$ cat config.mk
export PLATFORM = sky130hd
export DESIGN_NAME = fifo_uart_tx
export DESIGN_NICKNAME = d
export VERILOG_FILES = /design/src/rtl/fifo_uart_tx.sv
export SDC_FILE = /design/constraint.sdc
export NUM_CORES = 1
export LEC_CHECK = 0
export BUFFER_PORTS_ARGS = -buffer_cell sky130_fd_sc_hd__buf_2
export CAP_MARGIN = 10
export CORE_MARGIN = 2
export CORE_UTILIZATION = 59
export CTS_CLUSTER_DIAMETER = 80
export DETAILED_ROUTE_END_ITERATION = 10
export MAX_ROUTING_LAYER = met4
export PLACE_DENSITY = 0.79
export SYNTH_ARGS = -nofsm -noshare
export SYNTH_HDL_FRONTEND = slang
export SYNTH_SLANG_ARGS = --single-unit
export TNS_END_PERCENT = 100
$ cat constraint.sdc
create_clock -name i_clk -period 2.2 [get_ports i_clk]
set_clock_uncertainty 0.05 [all_clocks]
set_input_delay 0.22 -clock i_clk [delete_from_list [all_inputs] [get_ports i_clk]]
set_output_delay 0.22 -clock i_clk [all_outputs]
set_load 0.01 [all_outputs]
$ cat src/rtl/fifo_uart_tx.sv
// fifo_uart_tx
// Read-side consumer for the 8-bit TX FIFO. It pops one byte at a time and
// serializes it as an asynchronous UART frame on o_txd: a start bit, 8 data
// bits LSB first, an optional even-parity bit, then STOP_BITS stop bits.
//
// Optional feature macro: UART_TX_PARITY_EN
//   defined   -> an even-parity bit follows data bit 7
//   undefined -> data bit 7 is followed directly by the stop bit(s)
//
// Parameters
//   CLKS_PER_BIT  clock cycles per serial bit (4..65535)
//   STOP_BITS     number of stop bits (1 or 2)
//
// Ports
//   i_clk          system clock, rising edge
//   i_rst          asynchronous active-high reset
//   i_enable       allows new frames to start; a running frame always completes
//   i_fifo_empty   FIFO empty flag, sampled only in IDLE
//   i_fifo_dout    FIFO read data, sampled only in LOAD
//   o_fifo_rd_en   registered single-cycle pop request
//   o_txd          serial line, idles high
//   o_busy         high whenever the FSM is not in IDLE
//   o_tx_done      one-cycle pulse after the last stop-bit period
//
// state   | meaning
// --------+-----------------------------------------------------------
// IDLE    | line high, waiting for ENABLE and a non-empty FIFO
// FETCH   | pop request asserted towards the FIFO
// LOAD    | FIFO data now valid; latch it and drive the start bit
// START   | start bit (low) on the line
// DATA    | data bits 0..7, LSB first
// PARITY  | even-parity bit (only with UART_TX_PARITY_EN)
// STOP    | stop bit(s), line high

module fifo_uart_tx #(
   parameter int CLKS_PER_BIT = 868,
   parameter int STOP_BITS    = 1
) (
   input  logic       i_clk,
   input  logic       i_rst,
   input  logic       i_enable,
   input  logic       i_fifo_empty,
   input  logic [7:0] i_fifo_dout,
   output logic       o_fifo_rd_en,
   output logic       o_txd,
   output logic       o_busy,
   output logic       o_tx_done
);

   localparam logic [15:0] BAUD_LAST = 16'(CLKS_PER_BIT - 1);
   localparam logic [2:0]  STOP_LAST = 3'(STOP_BITS - 1);

   typedef enum logic [2:0] {
      ST_IDLE,
      ST_FETCH,
      ST_LOAD,
      ST_START,
      ST_DATA,
`ifdef UART_TX_PARITY_EN
      ST_PARITY,
`endif
      ST_STOP
   } state_t;

   state_t      r_state;
   logic [15:0] r_baud_cnt;
   logic [2:0]  r_bit_idx;
   logic [7:0]  r_shift;
   logic        r_txd;
   logic        r_rd_en;
   logic        r_tx_done;

   state_t      w_state_nxt;
   logic [15:0] w_baud_nxt;
   logic [2:0]  w_bit_nxt;
   logic [7:0]  w_shift_nxt;
   logic        w_txd_nxt;
   logic        w_rd_en_nxt;
   logic        w_tx_done_nxt;
   logic        w_baud_tc;

`ifdef UART_TX_PARITY_EN
   // Parity is captured with the byte because the shift register is
   // consumed while the data bits go out.
   logic r_parity;
   logic w_parity_nxt;
`endif

   assign w_baud_tc = (r_baud_cnt == BAUD_LAST);

   always_ff @(posedge i_clk or posedge i_rst) begin
      if (i_rst) begin
         r_state    <= ST_IDLE;
         r_baud_cnt <= '0;
         r_bit_idx  <= '0;
         r_shift    <= '0;
         r_txd      <= 1'b1;
         r_rd_en    <= 1'b0;
         r_tx_done  <= 1'b0;
`ifdef UART_TX_PARITY_EN
         r_parity   <= 1'b0;
`endif
      end else begin
         r_state    <= w_state_nxt;
         r_baud_cnt <= w_baud_nxt;
         r_bit_idx  <= w_bit_nxt;
         r_shift    <= w_shift_nxt;
         r_txd      <= w_txd_nxt;
         r_rd_en    <= w_rd_en_nxt;
         r_tx_done  <= w_tx_done_nxt;
`ifdef UART_TX_PARITY_EN
         r_parity   <= w_parity_nxt;
`endif
      end
   end

   always_comb begin
      w_state_nxt   = r_state;
      w_baud_nxt    = r_baud_cnt;
      w_bit_nxt     = r_bit_idx;
      w_shift_nxt   = r_shift;
      w_txd_nxt     = r_txd;
      w_rd_en_nxt   = 1'b0;
      w_tx_done_nxt = 1'b0;
`ifdef UART_TX_PARITY_EN
      w_parity_nxt  = r_parity;
`endif

      case (r_state)
         ST_IDLE: begin
            w_txd_nxt = 1'b1;
            if (i_enable && !i_fifo_empty) begin
               w_state_nxt = ST_FETCH;
               w_rd_en_nxt = 1'b1;
            end
         end

         ST_FETCH: begin
            w_state_nxt = ST_LOAD;
         end

         ST_LOAD: begin
            w_shift_nxt  = i_fifo_dout;
            w_txd_nxt    = 1'b0;
            w_baud_nxt   = '0;
            w_state_nxt  = ST_START;
`ifdef UART_TX_PARITY_EN
            w_parity_nxt = ^i_fifo_dout;
`endif
         end

         ST_START: begin
            if (w_baud_tc) begin
               w_baud_nxt  = '0;
               w_txd_nxt   = r_shift[0];
               w_bit_nxt   = '0;
               w_state_nxt = ST_DATA;
            end else begin
               w_baud_nxt = r_baud_cnt + 16'd1;
            end
         end

         ST_DATA: begin
            if (w_baud_tc) begin
               w_baud_nxt = '0;
               if (r_bit_idx == 3'd7) begin
`ifdef UART_TX_PARITY_EN
                  w_txd_nxt   = r_parity;
                  w_state_nxt = ST_PARITY;
`else
                  w_txd_nxt   = 1'b1;
                  w_bit_nxt   = '0;
                  w_state_nxt = ST_STOP;
`endif
               end else begin
                  // bit 1 of the current shift value is the next bit on the line
                  w_shift_nxt = {1'b0, r_shift[7:1]};
                  w_txd_nxt   = r_shift[1];
                  w_bit_nxt   = r_bit_idx + 3'd1;
               end
            end else begin
               w_baud_nxt = r_baud_cnt + 16'd1;
            end
         end

`ifdef UART_TX_PARITY_EN
         ST_PARITY: begin
            if (w_baud_tc) begin
               w_baud_nxt  = '0;
               w_txd_nxt   = 1'b1;
               w_bit_nxt   = '0;
               w_state_nxt = ST_STOP;
            end else begin
               w_baud_nxt = r_baud_cnt + 16'd1;
            end
         end
`endif

         ST_STOP: begin
            // r_bit_idx is reused to count stop-bit periods
            if (w_baud_tc) begin
               w_baud_nxt = '0;
               if (r_bit_idx == STOP_LAST) begin
                  w_bit_nxt     = '0;
                  w_tx_done_nxt = 1'b1;
                  w_state_nxt   = ST_IDLE;
               end else begin
                  w_bit_nxt = r_bit_idx + 3'd1;
               end
            end else begin
               w_baud_nxt = r_baud_cnt + 16'd1;
            end
         end

         default: begin
            w_txd_nxt   = 1'b1;
            w_baud_nxt  = '0;
            w_bit_nxt   = '0;
            w_state_nxt = ST_IDLE;
         end
      endcase
   end

   assign o_fifo_rd_en = r_rd_en;
   assign o_txd        = r_txd;
   assign o_tx_done    = r_tx_done;
   assign o_busy       = (r_state != ST_IDLE);

endmodule

==> impl_metrics.tcl <==
set metrics [dict create \
    run_status "completed" \
    drt_iter0_markers 110 \
    routed_wl_mm 4.15 \
    cts_max_path_buffers 2 \
    max_stage_delay_ps 510 \
    crit_chain "ha_2, nor4b_4, nand4_2, a221oi_4, mux2_2" \
    power_frac_comb 0.041 \
    setup_viol 0 \
    holdWs_ps 80.2 \
    required_ps 2400 \
    die_h_um 61.2 \
    synth_area_leader_cell "dfrtp_1" \
    max_freq_mhz 477 \
    vdd_ir_drop_max_v 0.000311 \
    drt_drc_violations_left 0 \
    rsz0062_at_grt "no" \
    worst_slew_pin_slew_ps 525 \
    avgSynthCellArea_um2 10.1 \
    drive_gt1_frac 0.257 \
    wl_met3_um 204 \
    grt_first_pass_wirelength_mm 7.19 \
    yosysMostFrequentCell "dfrtp_1" \
    min_period_over_period 0.953 \
    synth_top_cells_by_area "dfrtp_1, mux2_2, and3_1, o311ai_0, nand2_1" \
    power_uw 1000 \
    synthFlopType "dfrtp_1" \
    num_rows 20 \
    antenna_found_initial 0 \
    core_area_mm2 0.00308 \
    wl_per_cell_um 15.9 \
    clk_pin_slew_ps 110 \
    post-route-min-period_ps 2100 \
    nNetsFinal 233 \
    cp_data_arrival_time_ps 2290 \
    cts_tree "done" \
    grt_max_degree 34 \
    wl_met2_mm 2.15 \
    power_frac_seq 0.617 \
    start_util 0.628 \
    gr-total-overflow 0 \
    max_slew_margin 0.649 \
    dp.final_hpwl_mm 3.00 \
    yosys-top-cells-count "dfrtp_1, mux2_2, nand2_1" \
    p_per_area_mw_per_mm2 459 \
    ys_ff_latch 33 \
    critPathLaunchType "flip-flop" \
    cts_root_buf "clkbuf_4" \
    portBuffers 15 \
    synth_edf_count 0 \
    async_flop_share 1.00 \
    setup_tns_ps 0 \
    via_per_inst 6.30 \
    wl_met1_mm 1.76 \
    grt_pass1_vias 1539 \
    die_area_mm2 0.00375 \
    place.gp.congestion 0.906 \
    path_max_fanout 8 \
    hold_viol 0 \
    num_vias 1650 \
    slew_viol_final 0 \
    cts_buffers 5 \
    critPathKind "flip-flop to flip-flop" \
    syn_inst 192 \
    hp-class "input port to flip-flop" \
    firstDrtPassIters 4 \
    clock_power_share 0.342 \
    endpoint_kind "flip-flop" \
    switching_share 0.246 \
    highest_layer "met4" \
    die_w_um 61.2 \
    io_pins 16 \
    power.internal_uw 755 \
    yosys_warnings 0 \
    seq_area_frac_synth 0.428 \
    syn_nets 208 \
    antennaDiodeCount 0 \
    cpMaxStageDelayCell "a221oi_4" \
    power.leakage_uw 0.000976 \
    maxCapViolCount 0 \
    clk_latency_ps 350 \
    p_sw_uw 247 \
    antenna_left 0 \
    grt_usage 0.272 \
    netlist.area_leader.share 0.414 \
    synth_area_mm2 0.00193 \
    synth.distinct_cells 46 \
    cts.htree.levels 2 \
    clock-sinks 33 \
    area_growth_pct 12.8 \
]
[stage by stage]
stage	util	instance area (µm²)	setup slack, ps	cells
after floorplan	-	1930	200	192
after global placement	0.681	2100	159	251
after detailed placement	0.681	2100	70.8	251
after CTS	0.705	2170	60.5	261
after global routing	0.709	2180	8.10	262
final	0.709	2180	104	262
[power groups by stage]
stage | Sequential, µW | Clock [µW] | Combinational [µW]
after floorplan | 628 | 0 | 22.6
after global placement | 629 | 0 | 36.4
after detailed placement | 630 | 0 | 39.6
after CTS | 618 | 352 | 42.3
after global routing | 619 | 385 | 47.5
final | 618 | 343 | 41.1
[flip-flops by register name, summed over array words and instances, names as in the netlist]
register and cells:
o_fifo_rd_en 1, r_bit_idx 3, r_state 3, o_tx_done 1, o_txd 1, r_baud_cnt 16
r_shift 8
[repair_timing]
action / in CTS / in global routing
hold endpoints to repair: 33 / 0
setup buffers: 0 / 1
endpoints found under the setup margin: 0 / 7
resized for setup: 0 / 1
hold buffers: 2 / 0
[cell usage in the layout, fill, tap and decap left out, types with 3 or more instances in the layout]
master    Yosys  layout
nor3_1        6       6
ha_1          4       3
dfrtp_1      32      32
a31oi_1       4       4
nand2_1      14      14
o311ai_0      7       7
o21a_1        7       7
or3_1         3       3
and3_1       10      10
mux2_2       15      15
nand2b_1      5       5
nand4_1       6       6
o22a_1        3       3
nor4_1        7       7
a22o_1        3       3
buf_4         0      10
clkbuf_4      0       5
inv_1         7       7
nor2_1       13      13
buf_2         0      15
[logic make-up (layout without fill, tap and decap cells)]
family,count (synthesis),after routing,share of synthesized area
muxes,16,16,0.0932
DFF,33,33,0.428
and+or+nand+nor,78,78,0.232
buffers and inverters,17,43,0.0337
xor gates and xnor gates,2,2,0.00906
adders and majority gates,4,4,0.0259
AOI/OAI and AO/OA,42,42,0.179
[per-layer routing]
| metal | track usage | up-vias |
|---|---|---|
| li1 | - | 793 |
| met1 | 0.343 | 799 |
| met2 | 0.447 | 50 |
| met3 | 0.0630 | 8 |
| met4 | 0.0621 | 0 |
| met5 | - | - |
[path summary, 6_finish.rpt]
path | to | start | depth (start not counted) | slack [ps]
max | r_shift[2] | r_baud_cnt[0] | 5 | 100
min | o_fifo_rd_en | i_enable | 2 | 80
max reg2reg | r_shift[2] | r_baud_cnt[0] | 5 | 100
min reg2reg | r_shift[3] | r_shift[3] | 1 | 460
max in group asynchronous | o_txd | i_rst | 4 | 1330
min in group asynchronous | r_shift[3] | i_rst | 4 | 430
[worst max-delay path, delay by kind of cell, from the launching register on]
kind	cells	cell delay, ps
adder cells (fa/ha/maj)	1	220
AND/OR/NAND/NOR	2	390
flip-flops	1	430
multiplexers	1	400
AO/OA/AOI/OAI	1	510
[cell type report]
type / count / area, µm²
clock buffer: 5 / 37.5
clock inverter: 3 / 17.5
fill: 240 / 897
inverter: 8 / 30.0
multi-input combinational: 142 / 1040
sequential: 33 / 827
tap: 44 / 55.1
timing repair buffer: 27 / 170
No activity file was read; power rests on OpenSTA's default activity.
